[src/rtl/bankgroup_scheduler.sv]
// Single-request PRE/ACT/RD/WR sequencer for one DDR bank group, open-page policy.
// Tracks open rows per bank and enforces tRCD/tRP/tRAS per bank plus tCCD group-wide.
module bankgroup_scheduler #(
   parameter int ADDRWIDTH     = 17,
   parameter int BANKSPERGROUP = 2,
   parameter int COLS          = 1024,
   parameter int TRCD          = 3,
   parameter int TRP           = 3,
   parameter int TRAS          = 8,
   parameter int TCCD          = 4,
   parameter int ACT_BIT       = 0,
   parameter int PRE_BIT       = 1,
   parameter int RD_BIT        = 2,
   parameter int WR_BIT        = 3,
   localparam int BAWIDTH      = $clog2(BANKSPERGROUP),
   localparam int CADDRWIDTH   = $clog2(COLS)
) (
   input  logic                  clk,
   input  logic                  rst,
   input  logic                  halt,
   input  logic                  req_valid,
   output logic                  req_ready,
   input  logic                  req_we,
   input  logic [BAWIDTH:0]      req_bank,
   input  logic [ADDRWIDTH-1:0]  req_row,
   input  logic [CADDRWIDTH-1:0] req_col,
   output logic                  resp_valid,
   output logic                  resp_err,
   output logic [18:0]           commands,
   output logic [BAWIDTH:0]      ba,
   output logic [ADDRWIDTH-1:0]  row,
   output logic [CADDRWIDTH-1:0] column
);

   localparam int BIDXW  = (BAWIDTH > 0) ? BAWIDTH : 1;
   localparam int MAXT_A = (TRCD > TRP) ? TRCD : TRP;
   localparam int MAXT_B = (TRAS > TCCD) ? TRAS : TCCD;
   localparam int MAXT   = (MAXT_A > MAXT_B) ? MAXT_A : MAXT_B;
   localparam int CNTW   = $clog2(MAXT + 1);

   // A counter loaded with T-1 reaches zero exactly T cycles after the command.
   localparam logic [CNTW-1:0] TRCD_L = CNTW'(TRCD - 1);
   localparam logic [CNTW-1:0] TRP_L  = CNTW'(TRP - 1);
   localparam logic [CNTW-1:0] TRAS_L = CNTW'(TRAS - 1);
   localparam logic [CNTW-1:0] TCCD_L = CNTW'(TCCD - 1);
   localparam logic [BAWIDTH:0] NBANKS = (BAWIDTH + 1)'(BANKSPERGROUP);

   localparam logic [2:0] IDLE     = 3'd0;
   localparam logic [2:0] WAIT_PRE = 3'd1;
   localparam logic [2:0] WAIT_ACT = 3'd2;
   localparam logic [2:0] WAIT_CAS = 3'd3;
   localparam logic [2:0] DONE     = 3'd4;

   logic [2:0]            state_q, state_d;
   logic                  rwe_q, rwe_d;
   logic                  rerr_q, rerr_d;
   logic [BAWIDTH:0]      rbank_q, rbank_d;
   logic [ADDRWIDTH-1:0]  rrow_q, rrow_d;
   logic [CADDRWIDTH-1:0] rcol_q, rcol_d;

   logic [BANKSPERGROUP-1:0] open_q, open_d;
   logic [ADDRWIDTH-1:0]     orow_q [BANKSPERGROUP];
   logic [ADDRWIDTH-1:0]     orow_d [BANKSPERGROUP];
   logic [CNTW-1:0]          trcd_q [BANKSPERGROUP];
   logic [CNTW-1:0]          trcd_d [BANKSPERGROUP];
   logic [CNTW-1:0]          trp_q  [BANKSPERGROUP];
   logic [CNTW-1:0]          trp_d  [BANKSPERGROUP];
   logic [CNTW-1:0]          tras_q [BANKSPERGROUP];
   logic [CNTW-1:0]          tras_d [BANKSPERGROUP];
   logic [CNTW-1:0]          tccd_q, tccd_d;

   logic [BAWIDTH:0]      ba_q, ba_d;
   logic [ADDRWIDTH-1:0]  arow_q, arow_d;
   logic [CADDRWIDTH-1:0] col_q, col_d;
   logic [18:0]           cmd;
   logic [BIDXW-1:0]      bidx, ridx;

   function automatic logic [CNTW-1:0] sat_dec(input logic [CNTW-1:0] c);
      return (c == '0) ? c : c - CNTW'(1);
   endfunction

   assign bidx = rbank_q[BIDXW-1:0];
   assign ridx = req_bank[BIDXW-1:0];

   always_comb begin
      state_d = state_q;
      rwe_d   = rwe_q;
      rerr_d  = rerr_q;
      rbank_d = rbank_q;
      rrow_d  = rrow_q;
      rcol_d  = rcol_q;
      open_d  = open_q;
      tccd_d  = halt ? tccd_q : sat_dec(tccd_q);
      for (int b = 0; b < BANKSPERGROUP; b++) begin
         orow_d[b] = orow_q[b];
         trcd_d[b] = halt ? trcd_q[b] : sat_dec(trcd_q[b]);
         trp_d[b]  = halt ? trp_q[b]  : sat_dec(trp_q[b]);
         tras_d[b] = halt ? tras_q[b] : sat_dec(tras_q[b]);
      end
      cmd    = '0;
      ba_d   = ba_q;
      arow_d = arow_q;
      col_d  = col_q;

      if (!halt) begin
         case (state_q)
            IDLE: begin
               if (req_valid) begin
                  rwe_d   = req_we;
                  rbank_d = req_bank;
                  rrow_d  = req_row;
                  rcol_d  = req_col;
                  rerr_d  = 1'b0;
                  if (req_bank >= NBANKS) begin
                     rerr_d  = 1'b1;
                     state_d = DONE;
                  end else if (open_q[ridx] && orow_q[ridx] == req_row) begin
                     state_d = WAIT_CAS;
                  end else if (open_q[ridx]) begin
                     state_d = WAIT_PRE;
                  end else begin
                     state_d = WAIT_ACT;
                  end
               end
            end
            WAIT_PRE: begin
               if (tras_q[bidx] == '0) begin
                  cmd[PRE_BIT] = 1'b1;
                  ba_d         = rbank_q;
                  open_d[bidx] = 1'b0;
                  trp_d[bidx]  = TRP_L;
                  state_d      = WAIT_ACT;
               end
            end
            WAIT_ACT: begin
               if (trp_q[bidx] == '0) begin
                  cmd[ACT_BIT] = 1'b1;
                  ba_d         = rbank_q;
                  arow_d       = rrow_q;
                  open_d[bidx] = 1'b1;
                  orow_d[bidx] = rrow_q;
                  trcd_d[bidx] = TRCD_L;
                  tras_d[bidx] = TRAS_L;
                  state_d      = WAIT_CAS;
               end
            end
            WAIT_CAS: begin
               if (trcd_q[bidx] == '0 && tccd_q == '0) begin
                  if (rwe_q) cmd[WR_BIT] = 1'b1;
                  else       cmd[RD_BIT] = 1'b1;
                  ba_d    = rbank_q;
                  col_d   = rcol_q;
                  tccd_d  = TCCD_L;
                  state_d = DONE;
               end
            end
            DONE:    state_d = IDLE;
            default: state_d = IDLE;
         endcase
      end
   end

   always_ff @(posedge clk or negedge rst) begin
      if (!rst) begin
         state_q <= IDLE;
         rwe_q   <= 1'b0;
         rerr_q  <= 1'b0;
         rbank_q <= '0;
         rrow_q  <= '0;
         rcol_q  <= '0;
         open_q  <= '0;
         tccd_q  <= '0;
         ba_q    <= '0;
         arow_q  <= '0;
         col_q   <= '0;
         for (int b = 0; b < BANKSPERGROUP; b++) begin
            orow_q[b] <= '0;
            trcd_q[b] <= '0;
            trp_q[b]  <= '0;
            tras_q[b] <= '0;
         end
      end else begin
         state_q <= state_d;
         rwe_q   <= rwe_d;
         rerr_q  <= rerr_d;
         rbank_q <= rbank_d;
         rrow_q  <= rrow_d;
         rcol_q  <= rcol_d;
         open_q  <= open_d;
         tccd_q  <= tccd_d;
         ba_q    <= ba_d;
         arow_q  <= arow_d;
         col_q   <= col_d;
         for (int b = 0; b < BANKSPERGROUP; b++) begin
            orow_q[b] <= orow_d[b];
            trcd_q[b] <= trcd_d[b];
            trp_q[b]  <= trp_d[b];
            tras_q[b] <= tras_d[b];
         end
      end
   end

   // Bus fields follow the command combinationally in its issue cycle, then hold.
   assign commands   = cmd;
   assign ba         = ba_d;
   assign row        = arow_d;
   assign column     = col_d;
   assign req_ready  = rst && !halt && (state_q == IDLE);
   assign resp_valid = !halt && (state_q == DONE);
   assign resp_err   = resp_valid && rerr_q;

endmodule
[config.mk]
export PLATFORM = sky130hd
export DESIGN_NAME = bankgroup_scheduler
export DESIGN_NICKNAME = d
export VERILOG_FILES = /design/src/rtl/bankgroup_scheduler.sv
export SDC_FILE = /design/constraint.sdc
export NUM_CORES = 1
export LEC_CHECK = 0
export CAP_MARGIN = 20
export CORE_MARGIN = 1
export CORE_UTILIZATION = 59
export DETAILED_ROUTE_END_ITERATION = 10
export GPL_TIMING_DRIVEN = 0
export PLACE_DENSITY = 0.85
export SYNTH_ARGS = -nofsm -noshare
export SYNTH_HDL_FRONTEND = slang
export SYNTH_SLANG_ARGS = --single-unit
[constraint.sdc]
create_clock -name clk -period 6.8 [get_ports clk]
set_clock_uncertainty 0.2 [all_clocks]
set_input_delay 1.36 -clock clk [delete_from_list [all_inputs] [get_ports clk]]
set_output_delay 1.36 -clock clk [all_outputs]
set_load 0.02 [all_outputs]
Word level (Yosys, flattened, before mapping)
Cells that the tools add are included.

storage, ports and cells
  register bits after elaboration = 127
  input bits = 34
  output and inout port bits = 51
  word-level logic and storage cells = 160

cells by class
  bitwise operators = 14
  multiplexer cells = 79
  order comparisons = 7
  reduce and logical (&&, ||, !) cells = 25
  equal/unequal tests = 9
  add/subtract/negate cells = 7

operator list
  cell                                                                count
  17-bit 2-to-1 mux                                                   7
  4-bit 2-to-1 mux                                                    28
  8-bit 2-to-1 mux                                                    9
  4-bit logical NOT                                                   10
  34-bit bitwise mux                                                  1
  10-bit 2-to-1 mux                                                   3
  4-bit by 1-bit subtractor with 4-bit output, second input constant  7
  2-bit 2-to-1 mux                                                    10
  17-bit demux with 1-bit select                                      1
  17-bit == test                                                      1
  3-bit 2-to-1 mux                                                    5
  6-bit AND                                                           2
  3-bit one-hot mux with 4 select lines                               1
  1-bit 2-to-1 mux                                                    10
  1-bit logical AND                                                   8
  2-bit != test, second input constant                                4
  3-bit by 2-bit == test with 1-bit output, second input constant     2
  2-bit greater-or-equal comparator, second input constant            3
  6-bit inverter                                                      1
  2-bit OR                                                            3
  6-bit OR                                                            1
  2-bit one-hot mux with 3 select lines                               1
  3-bit AND reduction                                                 2
  5-bit AND reduction                                                 1
  16 further kinds                                                    20

Depth between registers and ports, before layout
Gate-level depths: netlist (run 1).

  depth after elaboration = 10
  depth in mapped cells = 8
  gate-level depth less buffers = 8

Least setup slack after synthesis (run 1)
Ideal clock, no wire load.

  path type = input to output
  from = input halt
  to = output resp_err
  stages on the path = 4
  path buffers = 2
  data arrival time = 2.942 ns
  required time = 5.240 ns
  path slack = 2.298 ns
  path through = clkbuf_1 -> clkbuf_1 -> nor4b_1 -> and2_1

between the ends
  cells in the longest elaborated chain, start to end = 3

ends and longest elaborated chain
  item               RTL line  text
  from (decl)        20        input logic halt,
  1-bit logical NOT  209       assign resp_valid = !halt && (state_q == DONE);
  1-bit logical AND  209
  net resp_valid     27        output logic resp_valid,
  1-bit logical AND  210       assign resp_err = resp_valid && rerr_q;
  to (decl)          28        output logic resp_err,

The timed path passes the listed nets, and every way through them passes these cells.

Worst setup path after layout (run 1)
  from = input halt
  to = output column[6]

between the ends
  cells in the longest elaborated chain, start to end = 1

ends and longest elaborated chain
  item               RTL line  text
  10-bit 2-to-1 mux  105       if (!halt) begin
  to (decl)          32        output logic [CADDRWIDTH-1:0] column

Every way passes these cells.

==> results.toml, run 1 <==
[yosys]
yosysTopAreaCell = "dfrtp_1"
synth_edf_count = 0
seq_area_frac_synth = 0.530
syn-cell-area_um2 = 6000
netlist_top_cells_area = "dfrtp_1 53%, mux2_2 13%, nand2_1 4.7%"
yosysWarnings = 0
synth.most_common_cell = "dfrtp_1"
avgSynthCellArea_um2 = 11.3
synth.distinct_cells = 47
syn_inst = 532
synth_top_cell_area_share = 0.530
ys.flop_type = "dfrtp_1"
ys_seq_elements = 127
ys_top_cells_by_count = "127 x dfrtp_1, 75 x nand2_1, 70 x mux2_2"
async_flop_share = 1.00

[placement]
placed_cell_area_um2 = 6930
port_buffers = 68
hpwl_um = 8980
dpl.cell_count = 748
routabilityCongestion = 0.897

[floorplanning]
fp-row-count = 36
start_util = 0.611
core_um2 = 9820
die_x_um = 103
die_area_um2 = 10600
io_pins = 85
die_h_um = 103

[timing]
relSlewSlack = 0.437
rsz0062_at_grt = "false"
tightest_slew_ns = 0.833
setup_viol_count_final = 0
post-route-period-util = 0.840
period_needed_ns = 5.71
maxSlewViolCount = 0
tns_ns = 0
hold_viol = 0
max_freq_ghz = 0.175

[finish]
design_area_um2 = 7560
nets = 675
diodes = 0
fin_cells = 780
drive_gt1_frac = 0.215
syn_to_final_growth_pct = 26.0

[power]
internal-power_mw = 2.24
p_comb_frac = 0.328
leakage_nw = 3.58
ir_worst_vdd_mv = 0.274
p_per_area_nw_per_um2 = 449
switching_share = 0.339
pwr-share-seq = 0.391
switchingPower_mw = 1.15
power_frac_clock = 0.282

[cts]
cts_made_buffers = 17
cts_setup_buffers = 0
root_buffer = "clkbuf_8"
htree_levels = 4
tritoncts = "yes"
post_cts_resized = 0
hold_buffers = 0
path_clk_slew_ns = 0.05
insertion_delay_ns = 0.53
cts_sinks = 127
clockBufferDepth = 2

[routing]
via_per_inst = 5.71
vias = 4450
drt_iter0_markers = 235
wl_per_cell_um = 18.0
drt-pass1-iter-count = 5
routed_wl_um = 14000
ant_nets = 0
route.detailed.drc = 0

[setup_path]
r2r_start = "tccd_q[0]$_DFF_PN0_"
path_buf_inv = 4
critPathTopFamily = "buffers and inverters"
worstSetupEndpointType = "output pin"
critPathSlowestCell = "clkdlybuf4s50_1"
crit_path_start_kind = "input port"
path_max_fanout = 10
worstPathCellList = "clkdlybuf4s50_1 > nor2_1 > or4b_1 > clkbuf_1 > clkbuf_1 > mux2_2 > clkdlybuf4s50_1"
reg2reg_slack_ns = 4.02
slowest_delay_ns = 0.60
crit_arrival_ns = 4.15
worstPathRequired_ns = 5.24
r2r_cells = 8
r2r-end = "col_q[7]$_DFF_PN0_"
path_class = "in -> out"

[hold_path]
hold_end = "orow_q[26]$_DFFE_PN0P_"
whs_path_depth = 2
hold_class = "reg -> reg"
min_from = "orow_q[26]$_DFFE_PN0P_"

[grt]
antenna_found_initial = 0
grt_pass1_vias = 4632
grt_first_pass_wirelength_um = 22400
use_met2 = 0.491
grt_usage = 0.288
grt_busiest_layer = "met2"
overflow = 0
met1_usage = 0.337
grt_start_max_net_pins = 91
grt_use_met3 = 0.0773

[status]
status = "completed"

[flow_run]
cap_violations = 0
==> tightest hold or removal path, stage by stage, from the launching register on <==
cell     delay, ns
dfrtp_1       0.34
nand2_1       0.05
nand2_1       0.05
==> power groups by stage <==
stage	logic [mW]	clock network [mW]	registers [mW]
after floorplan	0.773	0	1.25
after global placement	1.01	0	1.29
after detailed placement	1.08	0	1.32
after CTS	1.11	0.962	1.32
after global routing	1.21	0.999	1.36
final	1.11	0.955	1.32
==> worst max path at each step <==
stage	startpoint	endpoint	slack [ns]	depth (start not counted)
after floorplan	halt	resp_err	2.30	4
after global placement	rst	req_ready	-1.82	3
after detailed placement	halt	column[7]	1.18	7
after CTS	halt	column[7]	1.12	7
after global routing	halt	column[5]	0.92	7
final	halt	column[6]	1.09	7
==> routing by layer <==
layer  share of wire  vias to the layer above
li1                -                     1998
met1            0.39                     2218
met2            0.52                      193
met3           0.065                       41
met4           0.026                        0
met5               0                        -
==> per-stage QoR <==
stage                      util  hold slack [ns]  total power, mW  setup slack, ns
after floorplan               -            0.239             2.02             2.30
after global placement    0.702            0.256             2.31            -1.82
after detailed placement  0.705            0.262             2.40             1.18
after CTS                 0.769            0.276             3.39             1.12
after global routing      0.769            0.299             3.57            0.922
final                     0.769            0.270             3.39             1.09
==> final cells by class <==
| class | count | area (µm²) |
|---|---|---|
| Clock buffer | 20 | 445 |
| Fill cell | 602 | 2260 |
| Multi-Input combinational cell | 357 | 2550 |
| Clock inverter | 12 | 184 |
| Timing Repair Buffer | 69 | 709 |
| Tap cell | 133 | 166 |
| Buffer | 37 | 225 |
| Inverter | 25 | 93.8 |
| Sequential cell | 127 | 3180 |
==> registers in the layout (all words and copies together), names as in the netlist, 8 cells and up, named ones only <==
signal and flops:
trcd_q 8, rcol_q 10, orow_q 34, rrow_q 17
col_q 10, trp_q 8, arow_q 17, tras_q 8
==> cell usage in the layout, fill, tap and decap left out, types with 3 or more instances in the layout <==
| cell | count |
|---|---|
| mux2_2 | 70 |
| nand2b_1 | 6 |
| buf_2 | 3 |
| a21oi_1 | 17 |
| conb_1 | 15 |
| mux2_4 | 6 |
| or3_1 | 3 |
| clkbuf_8 | 3 |
| clkinv_4 | 4 |
| buf_6 | 4 |
| o21ai_0 | 18 |
| nand3_1 | 3 |
| inv_1 | 25 |
| xor2_1 | 13 |
| dfrtp_1 | 127 |
| buf_4 | 16 |
| buf_1 | 3 |
| or4b_2 | 4 |
| ha_1 | 7 |
| nand4_1 | 5 |
| clkbuf_1 | 13 |
| o311ai_0 | 4 |
| clkdlybuf4s50_1 | 67 |
| bufinv_16 | 4 |
| nand2_1 | 75 |
| and2_1 | 3 |
| nor3_1 | 7 |
| mux2i_1 | 23 |
| xnor2_1 | 11 |
| clkbuf_16 | 16 |
| nor4_1 | 8 |
| nor2_1 | 32 |
==> cells by family after synthesis <==
family          synth area share
simple gates               0.131
flops                      0.530
mux                        0.185
buf+inv                   0.0532
compound gates            0.0507
xor+xnor                  0.0350
fa+ha+maj                 0.0146
other cells             0.000625
Power figures use the tool's default switching activity.
==> run 2, diff against run 1 <==
Settings changed: CORE_UTILIZATION 59 to 49, PLACE_DENSITY 0.85 to 0.76.
Clock period 6.8 ns to 5 ns, I/O delays scaled along.
==> results.toml, run 2 (synthesized netlist as in run 1, its figures left out) <==
[routing]
via_per_inst = 5.29
vias = 4197
drt_iter0_markers = 272
route.detailed.drc = 0
drt-pass1-iter-count = 5
wl_per_cell_um = 15.9
ant_nets = 0
routed_wl_um = 12600

[cts]
post_cts_resized = 0
cts_made_buffers = 17
cts_setup_buffers = 0
path_clk_slew_ns = 0.05
tritoncts = "yes"
insertion_delay_ns = 0.41
clockBufferDepth = 2
hold_buffers = 0
cts_sinks = 127
root_buffer = "clkbuf_16"
htree_levels = 4

[timing]
tightest_slew_ns = 0.877
relSlewSlack = 0.408
maxSlewViolCount = 0
max_freq_ghz = 0.209
tns_ns = 0
rsz0062_at_grt = "false"
whs_ns = 0.257
period_needed_ns = 4.78
hold_viol = 0
setup_viol_count_final = 0
post-route-period-util = 0.955

[finish]
nets = 675
final_cell_mix = "127 x dfrtp_1, 75 x nand2_1, 70 x mux2_2"
reg_top3 = "orow_q (34), arow_q (17), rrow_q (17)"
top_register = "orow_q"
largest_reg_flops = 34
drive_gt1_frac = 0.212
layout_commonest_cell = "dfrtp_1"
syn_to_final_growth_pct = 25.3
diodes = 0

[flow_run]
cap_violations = 0

[power]
pwr-share-seq = 0.403
ir_worst_vdd_mv = 0.367
switching_share = 0.330
internal-power_mw = 2.96
p_comb_frac = 0.331
p_per_area_nw_per_um2 = 588
power_frac_clock = 0.266
switchingPower_mw = 1.46
leakage_nw = 3.56

[setup_path]
crit_arrival_ns = 3.58
path_class = "in -> out"
worstPathCellList = "clkdlybuf4s50_1 > nor2_2 > or4b_1 > clkbuf_1 > clkbuf_1 > mux2_2 > clkdlybuf4s50_1"
worstSetupEndpointType = "output pin"
worstPathRequired_ns = 3.80
crit_path_start_kind = "input port"
critPathSlowestCell = "clkdlybuf4s50_1"
path_max_fanout = 10
slowest_delay_ns = 0.60

[grt]
antenna_found_initial = 0
grt_usage = 0.221
grt_start_max_net_pins = 102
grt_pass1_vias = 4402
overflow = 0
grt_first_pass_wirelength_um = 21500

[status]
status = "completed"

[floorplanning]
io_pins = 85
die_h_um = 113
die_area_um2 = 12700
core_um2 = 12000
die_x_um = 113
fp-row-count = 40
start_util = 0.501

[placement]
routabilityCongestion = 0.844
port_buffers = 68
hpwl_um = 8640

[hold_path]
hold_class = "in -> async"
## run 2: cell types whose count changed in the layout (fill, tap and decap cells not counted)
cell and delta:
bufinv_16 -3, nor2_1 -1, clkinv_4 -4, clkbuf_16 +1
clkinvlp_4 -1, inv_6 -1, clkbuf_8 +3, clkinv_2 +2
nor2_2 +1, clkbuf_1 +2
## run 2: final timing paths
kind                                        start                     end  slack, ns  cells after the start
setup / recovery                             halt               column[4]       0.22                      7
hold / removal                                rst    arow_q[11]$_DFF_PN0_       0.26                      1
setup reg to reg              tccd_q[0]$_DFF_PN0_      col_q[4]$_DFF_PN0_       2.25                      8
hold reg to reg            orow_q[22]$_DFFE_PN0P_  orow_q[22]$_DFFE_PN0P_       0.27                      2
max in group asynchronous                     rst      trp_q[6]$_DFF_PN0_       3.59                      2
min in group clk           orow_q[22]$_DFFE_PN0P_  orow_q[22]$_DFFE_PN0P_       0.27                      2
## run 2: power by group through the flow
| stage | registers (mW) | logic (mW) | clock network, mW |
|---|---|---|---|
| 2_1_floorplan | 1.70 | 1.05 | 0 |
| 3_3_place_gp | 1.76 | 1.39 | 0 |
| 3_5_place_dp | 1.79 | 1.45 | 0 |
| 4_1_cts | 1.78 | 1.47 | 1.19 |
| 5_1_grt | 1.84 | 1.62 | 1.24 |
| 6_report | 1.78 | 1.46 | 1.18 |
## run 2: cell type report
class / instances / area (µm²)
Clock buffer: 26 / 519
Tap cell: 147 / 184
Inverter: 25 / 93.8
Timing Repair Buffer: 69 / 709
Multi-Input combinational cell: 357 / 2560
Sequential cell: 127 / 3180
Clock inverter: 5 / 52.6
Fill cell: 916 / 4440
Buffer: 37 / 225
## run 2: per-stage QoR
stage	total power, mW	cell area, µm²	setup slack [ns]	utilization	std cells
after floorplan	2.75	6050	1.22	-	546
after global placement	3.15	6920	-3.03	0.578	761
after detailed placement	3.24	6940	0.0837	0.581	762
after CTS	4.45	7520	0.0790	0.628	793
after global routing	4.71	7520	0.0539	0.629	793
final	4.42	7520	0.223	0.629	793
## run 2: routing by layer
metal	up-vias	global-route usage	share of wire
li1	1999	-	-
met2	83	0.367	0.51
met3	11	0.0551	0.034
met4	0	0.0791	0.0096
met1	2104	0.282	0.45
met5	-	0	0
## run 2: worst max-delay path: cells and delay by family
family | cells | cell delay (ns)
buffers and inverters | 4 | 1.52
multiplexers | 1 | 0.31
AND/OR/NAND/NOR | 2 | 0.74
